### config.mk
export PLATFORM = sky130hd
export DESIGN_NAME = imm_gen_stage_flat
export DESIGN_NICKNAME = d
export VERILOG_FILES = /design/src/rtl/imm_gen_stage_if.sv /design/src/rtl/imm_gen_stage.sv /design/src/flat_wrapper.sv
export SDC_FILE = /design/constraint.sdc
export NUM_CORES = 1
export LEC_CHECK = 0
export ABC_AREA = 1
export BUFFER_PORTS_ARGS = -buffer_cell sky130_fd_sc_hd__buf_2
export CAP_MARGIN = 25
export CORE_UTILIZATION = 58
export DETAILED_ROUTE_END_ITERATION = 16
export PLACE_DENSITY = 0.83
export SYNTH_ARGS = -nofsm -noshare
export SYNTH_HDL_FRONTEND = slang
export SYNTH_SLANG_ARGS = --single-unit
### constraint.sdc
create_clock -name clk -period 3.6 [get_ports clk]
set_clock_uncertainty 0.2 [all_clocks]
set_input_delay 0.36 -clock clk [delete_from_list [all_inputs] [get_ports clk]]
set_output_delay 0.36 -clock clk [all_outputs]
set_load 0.02 [all_outputs]
### src/rtl/imm_gen_stage_if.sv
// Handshake bus for imm_gen_stage.
//   in_*  : upstream entry (valid/ready, raw instruction, pc)
//   out_* : decoded entry to downstream (valid/ready, instr, pc, imm, type,
//           illegal flag, precomputed target)
// master: the side driving in_* and out_ready; slave: the stage itself.
interface imm_gen_stage_if #(
  parameter int unsigned XLEN = 32
) ();
  logic            in_valid;
  logic            in_ready;
  logic [31:0]     in_instr;
  logic [XLEN-1:0] in_pc;

  logic            out_valid;
  logic            out_ready;
  logic [31:0]     out_instr;
  logic [XLEN-1:0] out_pc;
  logic [XLEN-1:0] out_imm;
  logic [2:0]      out_type;
  logic            out_illegal;
  logic [XLEN-1:0] out_target;

  modport master (
    output in_valid, in_instr, in_pc, out_ready,
    input  in_ready, out_valid, out_instr, out_pc, out_imm, out_type,
           out_illegal, out_target
  );

  modport slave (
    input  in_valid, in_instr, in_pc, out_ready,
    output in_ready, out_valid, out_instr, out_pc, out_imm, out_type,
           out_illegal, out_target
  );
endinterface

### src/rtl/imm_gen_stage.sv
// Registered immediate-generation stage between fetch and decode.
// Decodes instruction format from the opcode, extracts the extended
// immediate, flags illegal opcodes and precomputes pc+imm / pc+4.
// A main register plus one skid register keep full throughput under
// backpressure.
// Ports:
//   clk    : rising-edge clock
//   rst_n  : synchronous active-low reset (drops entries, zeroes data)
//   flush  : synchronous kill of all buffered entries
//   bus    : imm_gen_stage_if slave (in_* upstream, out_* downstream)
module imm_gen_stage #(
  parameter int unsigned XLEN     = 32,
  parameter bit          RV64_OPS = 1'b0
) (
  input  logic              clk,
  input  logic              rst_n,
  input  logic              flush,
  imm_gen_stage_if.slave    bus
);

  localparam bit RV64_EN = RV64_OPS && (XLEN == 64);

  localparam logic [6:0] OPC_LOAD      = 7'b0000011;
  localparam logic [6:0] OPC_MISC_MEM  = 7'b0001111;
  localparam logic [6:0] OPC_OP_IMM    = 7'b0010011;
  localparam logic [6:0] OPC_AUIPC     = 7'b0010111;
  localparam logic [6:0] OPC_OP_IMM_32 = 7'b0011011;
  localparam logic [6:0] OPC_STORE     = 7'b0100011;
  localparam logic [6:0] OPC_OP        = 7'b0110011;
  localparam logic [6:0] OPC_LUI       = 7'b0110111;
  localparam logic [6:0] OPC_OP_32     = 7'b0111011;
  localparam logic [6:0] OPC_BRANCH    = 7'b1100011;
  localparam logic [6:0] OPC_JALR      = 7'b1100111;
  localparam logic [6:0] OPC_JAL       = 7'b1101111;
  localparam logic [6:0] OPC_SYSTEM    = 7'b1110011;

  localparam logic [2:0] TYPE_NONE = 3'd0;
  localparam logic [2:0] TYPE_I    = 3'd1;
  localparam logic [2:0] TYPE_S    = 3'd2;
  localparam logic [2:0] TYPE_B    = 3'd3;
  localparam logic [2:0] TYPE_U    = 3'd4;
  localparam logic [2:0] TYPE_J    = 3'd5;
  localparam logic [2:0] TYPE_Z    = 3'd6;

  // Bit 0 = main valid, bit 1 = skid valid, so handshake outputs are flop bits.
  typedef enum logic [1:0] {
    EMPTY = 2'b00,
    ONE   = 2'b01,
    FULL  = 2'b11
  } state_e;

  state_e state, state_nxt;
  logic   load_main, load_skid, move_skid;
  logic   accept, consume;

  // ---------------------------------------------------------------
  // Combinational decode of the incoming entry
  // ---------------------------------------------------------------
  logic [31:0]     instr;
  logic [6:0]      opcode;
  logic [2:0]      funct3;
  logic [XLEN-1:0] imm_i, imm_s, imm_b, imm_u, imm_j, imm_z;
  logic [XLEN-1:0] shamt_full, shamt_w;
  logic [XLEN-1:0] d_imm, d_target;
  logic [2:0]      d_type;
  logic            d_illegal, use_target;

  assign instr  = bus.in_instr;
  assign opcode = instr[6:0];
  assign funct3 = instr[14:12];

  assign imm_i = XLEN'($signed(instr[31:20]));
  assign imm_s = XLEN'($signed({instr[31:25], instr[11:7]}));
  assign imm_b = XLEN'($signed({instr[31], instr[7], instr[30:25], instr[11:8], 1'b0}));
  assign imm_u = XLEN'($signed({instr[31:12], 12'b0}));
  assign imm_j = XLEN'($signed({instr[31], instr[19:12], instr[20], instr[30:21], 1'b0}));
  assign imm_z = XLEN'(instr[19:15]);

  // Shift amounts exclude instr[30] (the arithmetic-shift selector).
  assign shamt_full = (XLEN == 64) ? XLEN'(instr[25:20]) : XLEN'(instr[24:20]);
  assign shamt_w    = XLEN'(instr[24:20]);

  always_comb begin
    d_type     = TYPE_NONE;
    d_imm      = '0;
    d_illegal  = 1'b0;
    use_target = 1'b0;
    case (opcode)
      OPC_OP_IMM: begin
        d_type = TYPE_I;
        d_imm  = (funct3[1:0] == 2'b01) ? shamt_full : imm_i;
      end
      OPC_OP_IMM_32: begin
        if (RV64_EN) begin
          d_type = TYPE_I;
          d_imm  = (funct3[1:0] == 2'b01) ? shamt_w : imm_i;
        end else begin
          d_illegal = 1'b1;
        end
      end
      OPC_LOAD, OPC_JALR, OPC_MISC_MEM: begin
        d_type = TYPE_I;
        d_imm  = imm_i;
      end
      OPC_STORE: begin
        d_type = TYPE_S;
        d_imm  = imm_s;
      end
      OPC_BRANCH: begin
        d_type     = TYPE_B;
        d_imm      = imm_b;
        use_target = 1'b1;
      end
      OPC_LUI: begin
        d_type = TYPE_U;
        d_imm  = imm_u;
      end
      OPC_AUIPC: begin
        d_type     = TYPE_U;
        d_imm      = imm_u;
        use_target = 1'b1;
      end
      OPC_JAL: begin
        d_type     = TYPE_J;
        d_imm      = imm_j;
        use_target = 1'b1;
      end
      OPC_OP: begin
        d_type = TYPE_NONE;
      end
      OPC_OP_32: begin
        d_illegal = !RV64_EN;
      end
      OPC_SYSTEM: begin
        if (funct3[2]) begin
          d_type = TYPE_Z;
          d_imm  = imm_z;
        end else begin
          d_type = TYPE_I;
          d_imm  = imm_i;
        end
      end
      // Unknown opcodes, including any encoding with instr[1:0] != 2'b11.
      default: d_illegal = 1'b1;
    endcase
  end

  assign d_target = bus.in_pc + (use_target ? d_imm : XLEN'(4));

  // ---------------------------------------------------------------
  // Handshake FSM
  // ---------------------------------------------------------------
  assign bus.out_valid = state[0];
  assign bus.in_ready  = ~state[1];

  assign accept  = bus.in_valid  & ~state[1];
  assign consume = bus.out_ready & state[0];

  // Next state and register-load strobes; flush overrides any transfer.
  always_comb begin
    state_nxt = state;
    load_main = 1'b0;
    load_skid = 1'b0;
    move_skid = 1'b0;
    if (flush) begin
      state_nxt = EMPTY;
    end else begin
      case (state)
        EMPTY: begin
          if (accept) begin
            state_nxt = ONE;
            load_main = 1'b1;
          end
        end
        ONE: begin
          if (consume && accept) begin
            load_main = 1'b1;
          end else if (consume) begin
            state_nxt = EMPTY;
          end else if (accept) begin
            state_nxt = FULL;
            load_skid = 1'b1;
          end
        end
        FULL: begin
          if (consume) begin
            state_nxt = ONE;
            move_skid = 1'b1;
          end
        end
        default: state_nxt = EMPTY;
      endcase
    end
  end

  // ---------------------------------------------------------------
  // State, main and skid registers (data loads only on capture)
  // ---------------------------------------------------------------
  logic [31:0]     main_instr,   skid_instr;
  logic [XLEN-1:0] main_pc,      skid_pc;
  logic [XLEN-1:0] main_imm,     skid_imm;
  logic [2:0]      main_type,    skid_type;
  logic            main_illegal, skid_illegal;
  logic [XLEN-1:0] main_target,  skid_target;

  always_ff @(posedge clk) begin
    if (!rst_n) begin
      state        <= EMPTY;
      main_instr   <= '0;
      main_pc      <= '0;
      main_imm     <= '0;
      main_type    <= TYPE_NONE;
      main_illegal <= 1'b0;
      main_target  <= '0;
      skid_instr   <= '0;
      skid_pc      <= '0;
      skid_imm     <= '0;
      skid_type    <= TYPE_NONE;
      skid_illegal <= 1'b0;
      skid_target  <= '0;
    end else begin
      state <= state_nxt;
      if (load_main) begin
        main_instr   <= bus.in_instr;
        main_pc      <= bus.in_pc;
        main_imm     <= d_imm;
        main_type    <= d_type;
        main_illegal <= d_illegal;
        main_target  <= d_target;
      end else if (move_skid) begin
        main_instr   <= skid_instr;
        main_pc      <= skid_pc;
        main_imm     <= skid_imm;
        main_type    <= skid_type;
        main_illegal <= skid_illegal;
        main_target  <= skid_target;
      end
      if (load_skid) begin
        skid_instr   <= bus.in_instr;
        skid_pc      <= bus.in_pc;
        skid_imm     <= d_imm;
        skid_type    <= d_type;
        skid_illegal <= d_illegal;
        skid_target  <= d_target;
      end
    end
  end

  assign bus.out_instr   = main_instr;
  assign bus.out_pc      = main_pc;
  assign bus.out_imm     = main_imm;
  assign bus.out_type    = main_type;
  assign bus.out_illegal = main_illegal;
  assign bus.out_target  = main_target;

endmodule

### src/flat_wrapper.sv
// flat-port wrapper written by rule: the top's interface ports become plain ports
module imm_gen_stage_flat 
#(
  parameter int unsigned XLEN     = 32,
  parameter bit          RV64_OPS = 1'b0
)
  (clk, rst_n, flush, bus_in_valid, bus_in_instr, bus_in_pc, bus_out_ready, bus_in_ready, bus_out_valid, bus_out_instr, bus_out_pc, bus_out_imm, bus_out_type, bus_out_illegal, bus_out_target);
  imm_gen_stage_if #(.XLEN(XLEN)) bus_i ();
  input  logic clk;
  input  logic rst_n;
  input  logic flush;
  input wire logic [$bits(bus_i.in_valid)-1:0] bus_in_valid;
  input wire logic [$bits(bus_i.in_instr)-1:0] bus_in_instr;
  input wire logic [$bits(bus_i.in_pc)-1:0] bus_in_pc;
  input wire logic [$bits(bus_i.out_ready)-1:0] bus_out_ready;
  output wire logic [$bits(bus_i.in_ready)-1:0] bus_in_ready;
  output wire logic [$bits(bus_i.out_valid)-1:0] bus_out_valid;
  output wire logic [$bits(bus_i.out_instr)-1:0] bus_out_instr;
  output wire logic [$bits(bus_i.out_pc)-1:0] bus_out_pc;
  output wire logic [$bits(bus_i.out_imm)-1:0] bus_out_imm;
  output wire logic [$bits(bus_i.out_type)-1:0] bus_out_type;
  output wire logic [$bits(bus_i.out_illegal)-1:0] bus_out_illegal;
  output wire logic [$bits(bus_i.out_target)-1:0] bus_out_target;
  assign bus_i.in_valid = bus_in_valid;
  assign bus_i.in_instr = bus_in_instr;
  assign bus_i.in_pc = bus_in_pc;
  assign bus_i.out_ready = bus_out_ready;
  assign bus_in_ready = bus_i.in_ready;
  assign bus_out_valid = bus_i.out_valid;
  assign bus_out_instr = bus_i.out_instr;
  assign bus_out_pc = bus_i.out_pc;
  assign bus_out_imm = bus_i.out_imm;
  assign bus_out_type = bus_i.out_type;
  assign bus_out_illegal = bus_i.out_illegal;
  assign bus_out_target = bus_i.out_target;
  imm_gen_stage #(.XLEN(XLEN), .RV64_OPS(RV64_OPS)) u_core (.clk(clk), .rst_n(rst_n), .flush(flush), .bus(bus_i));
endmodule
==> results.toml <==
[sta]
fin_crit_sh_pct = 96.89
finalHoldViolations = 0
finalWorstSetupSlack_ns = 0.1120
fmax_mhz = 286.7
tightest_slew_ns = 0.7801
relSlewSlack_pct = 47.87
period_needed_ns = 3.488
report.final.slew_viol_count = 0
rsz0062_at_grt = "true"
finalSetupViolations = 0

[finish]
register_area_um2 = 5325
antennaDiodeCount = 0
layout.cells.most_common = "nand2_1"
finalInstanceArea_um2 = 17220
mostFrequentLayoutCells = "429 x nand2_1, 266 x dfxtp_1, 211 x inv_1, 201 x nor2_1, 200 x buf_2"
fin_cells = 2586
multiInputGateArea_um2 = 7116
area_delta_synth_final_pct = 28.00
nFillCells = 1710
drive_above_1_share_pct = 19.99
fin_nets = 2388

[global_route]
grt_overflow = 0
grt_pass1_vias = 14060
grt_usage_pct = 38.22
grt_pass1_wl_um = 72550
grt_max_degree = 167
antenna_found_initial = 0

[place]
place_inst = 2468
io_buffers = 202
pre_cts_slack_ns = -0.001357
placed_area_um2 = 15220
place_congestion = 0.9882
dpl.hpwl_um = 30410

[power_and_ir_drop]
power_leakage_nw = 8.316
p_total_w = 0.007241
powerDensity_nw_per_um2 = 420.6
ir_worst_vdd_uv = 324.8

[clock_tree]
cts_max_level = 1
cts.clk_slew.worst_paths_ns = 0.07
cts_root_buf = "clkbuf_16"
numCtsBuffers = 27
cts_tree = "done"
cts.path.max_buffers = 3
worstSkewPairLatency_ns = 0.54
clkSinkCount = 266

[setup_path]
required_ns = 3.85
worstSetupPathType = "in2reg"
worst_setup_path_end_kind = "flop"
start_kind = "input port"
slowest_delay_ns = 0.54
reg2reg_depth = 10
crit_path_max_fanout = 10
crit_chain = "dlygate4sd3_1 -> buf_2 -> inv_4 -> nand3_1 -> nor2_2 -> nor2_2 -> nand3_2 -> nand2_4 -> and3_1 -> buf_12 -> o21ai_2 -> and2_1 -> ha_1 -> buf_4 -> a21oi_1 -> o21ai_1 -> nor2_2 -> nor2_1 -> nor2_1 -> nand2_1 -> nand2_1 -> nand3_1 -> nand2_1 -> inv_1"
critPathArrivalTime_ns = 3.74
crit_path_top_delay_cell = "dlygate4sd3_1"

[logic_synthesis]
yosysSeqAreaShare_pct = 39.59
synth_area_leaders = "dfxtp_1 40%, nand2_1 12%, nand3_1 7.3%"
syn-cell-area_um2 = 13450
synth_cell_types = 44
synthArstFlopShare_pct = 0
synth-warning-count = 0
synth_top_area_cell = "dfxtp_1"
synth_nets = 2102
synth_top_area_share_pct = 39.59
ys_ff_latch = 266
synth_ff_type = "dfxtp_1"
synth_edf_count = 0
avgSynthCellArea_um2 = 6.735
netlist_instances = 1997

[floorplan]
initial_core_util_pct = 59.22
die-area_um2 = 23800
die_w_um = 154.3
die_h_um = 154.3
rows = 55
core-area_um2 = 22710
ioPinCount = 203

[route]
via_per_inst = 5.795
drc = 0
drtIter0Drc = 1705
dr.pass1.iters = 6
final_antenna_net_count = 0
post_drt_wl_per_cell_um = 18.27
wl_um = 47250
vias = 14990

[status]
status = "complete, no violations"

[hold_path]
hold_depth = 4
hold_class = "in2reg"

[run]
drv_cap = 0
final timing paths:
kind / slack (ns) / from / end
max: 0.11 / bus_in_instr[4] / u_core.skid_target[28]
min: 0.02 / bus_in_instr[1] / u_core.skid_instr[1]
max reg2reg: 0.46 / u_core.state[1] / u_core.bus.out_instr[2]
min reg2reg: 0.26 / u_core.bus.out_imm[30] / u_core.bus.out_imm[30]
flip-flops by register name (all words and copies together) (netlist names):
signal,count
u_core.bus.out_imm,32
u_core.bus.out_pc,32
u_core.skid_type,3
u_core.bus.out_instr,32
u_core.skid_pc,32
u_core.bus.out_type,3
u_core.skid_target,32
u_core.skid_instr,32
u_core.bus.out_illegal,1
u_core.skid_illegal,1
u_core.bus.out_target,32
u_core.skid_imm,32
u_core.state,2
critical path, delay by kind of cell:
kind	cells	cell delay [ns]
adder cells (fa/ha/maj)	1	0.30
buffers and inverters	6	1.17
AND/OR/NAND/NOR	14	1.49
AO/OA/AOI/OAI	3	0.42
per-stage QoR:
stage	util (%)	hold slack, ns	setup TNS (ns)
after global routing	75.81	0.02193	-1.379
after global placement	67.00	0.2516	0
after floorplan	-	0.2648	0
after CTS	74.06	0.0003524	0
final	75.81	0.01868	0
after detailed placement	67.00	0.2517	-0.001357
synthesized netlist by cell type (2+ instances only):
| cell type | count |
|---|---|
| nand2_1 | 437 |
| dfxtp_1 | 266 |
| nor2_1 | 216 |
| inv_1 | 212 |
| nand3_1 | 197 |
| a21oi_1 | 140 |
| o21ai_0 | 136 |
| a31oi_1 | 76 |
| clkbuf_1 | 67 |
| buf_2 | 39 |
| ha_1 | 35 |
| o21ai_1 | 30 |
| o211ai_1 | 17 |
| buf_1 | 14 |
| nand4_1 | 12 |
| inv_2 | 10 |
| o31ai_1 | 10 |
| nor3_1 | 8 |
| o21bai_1 | 8 |
| o21ai_2 | 7 |
| xor2_1 | 7 |
| and2_1 | 6 |
| a21o_1 | 5 |
| nor2_2 | 4 |
| o21a_1 | 4 |
| o22ai_1 | 4 |
| xnor2_1 | 4 |
| nand3_2 | 3 |
| nor4_1 | 3 |
| a311oi_1 | 2 |
| buf_4 | 2 |
| nand3b_1 | 2 |
| nor3_2 | 2 |
| or2_1 | 2 |
routing by layer:
| layer | vias up | GRT usage (%) | part of all wire [%] |
|---|---|---|---|
| met5 | - | 0 | 0 |
| met4 | 0 | 21.50 | 6.0 |
| met3 | 182 | 4.455 | 7.4 |
| met2 | 742 | 66.86 | 48 |
| met1 | 6932 | 45.68 | 39 |
| li1 | 7130 | - | - |
repair_timing:
item / in CTS / in global routing
buffers inserted: 0 / 6
endpoints found under the hold margin: 117 / 0
hold buffers: 65 / 0
resized for setup: 0 / 98
setup endpoints to repair: 0 / 48
power by group:
group	switching, W	internal, W	total [W]	leakage, nW
Combinational	0.000690	0.000371	0.00106	5.69
Sequential	0.0000749	0.00308	0.00316	2.16
Clock	0.00120	0.00183	0.00302	0.466
Total	0.00196	0.00528	0.00724	8.32
layout make-up:
cell class              instances  area share [%]
multi-input cells            1385           41.33
inverters                     223           4.906
flip-flops and latches        266           30.93
clock inverters                13           1.156
well taps                     285           2.071
repair buffers                380           15.23
clock buffers                  34           4.368
cell families (layout without fill, tap and decap cells):
family | after synthesis | in the layout | share of synthesized area [%]
compound gates | 441 | 441 | 18.27
fa+ha+maj | 36 | 36 | 3.405
other cells | 1 | 1 | 0.02788
xor+xnor | 11 | 11 | 0.7163
simple gates | 896 | 896 | 27.85
buf+inv | 346 | 650 | 10.13
flops | 266 | 266 | 39.59
No activity file was read; power rests on OpenSTA's default activity.
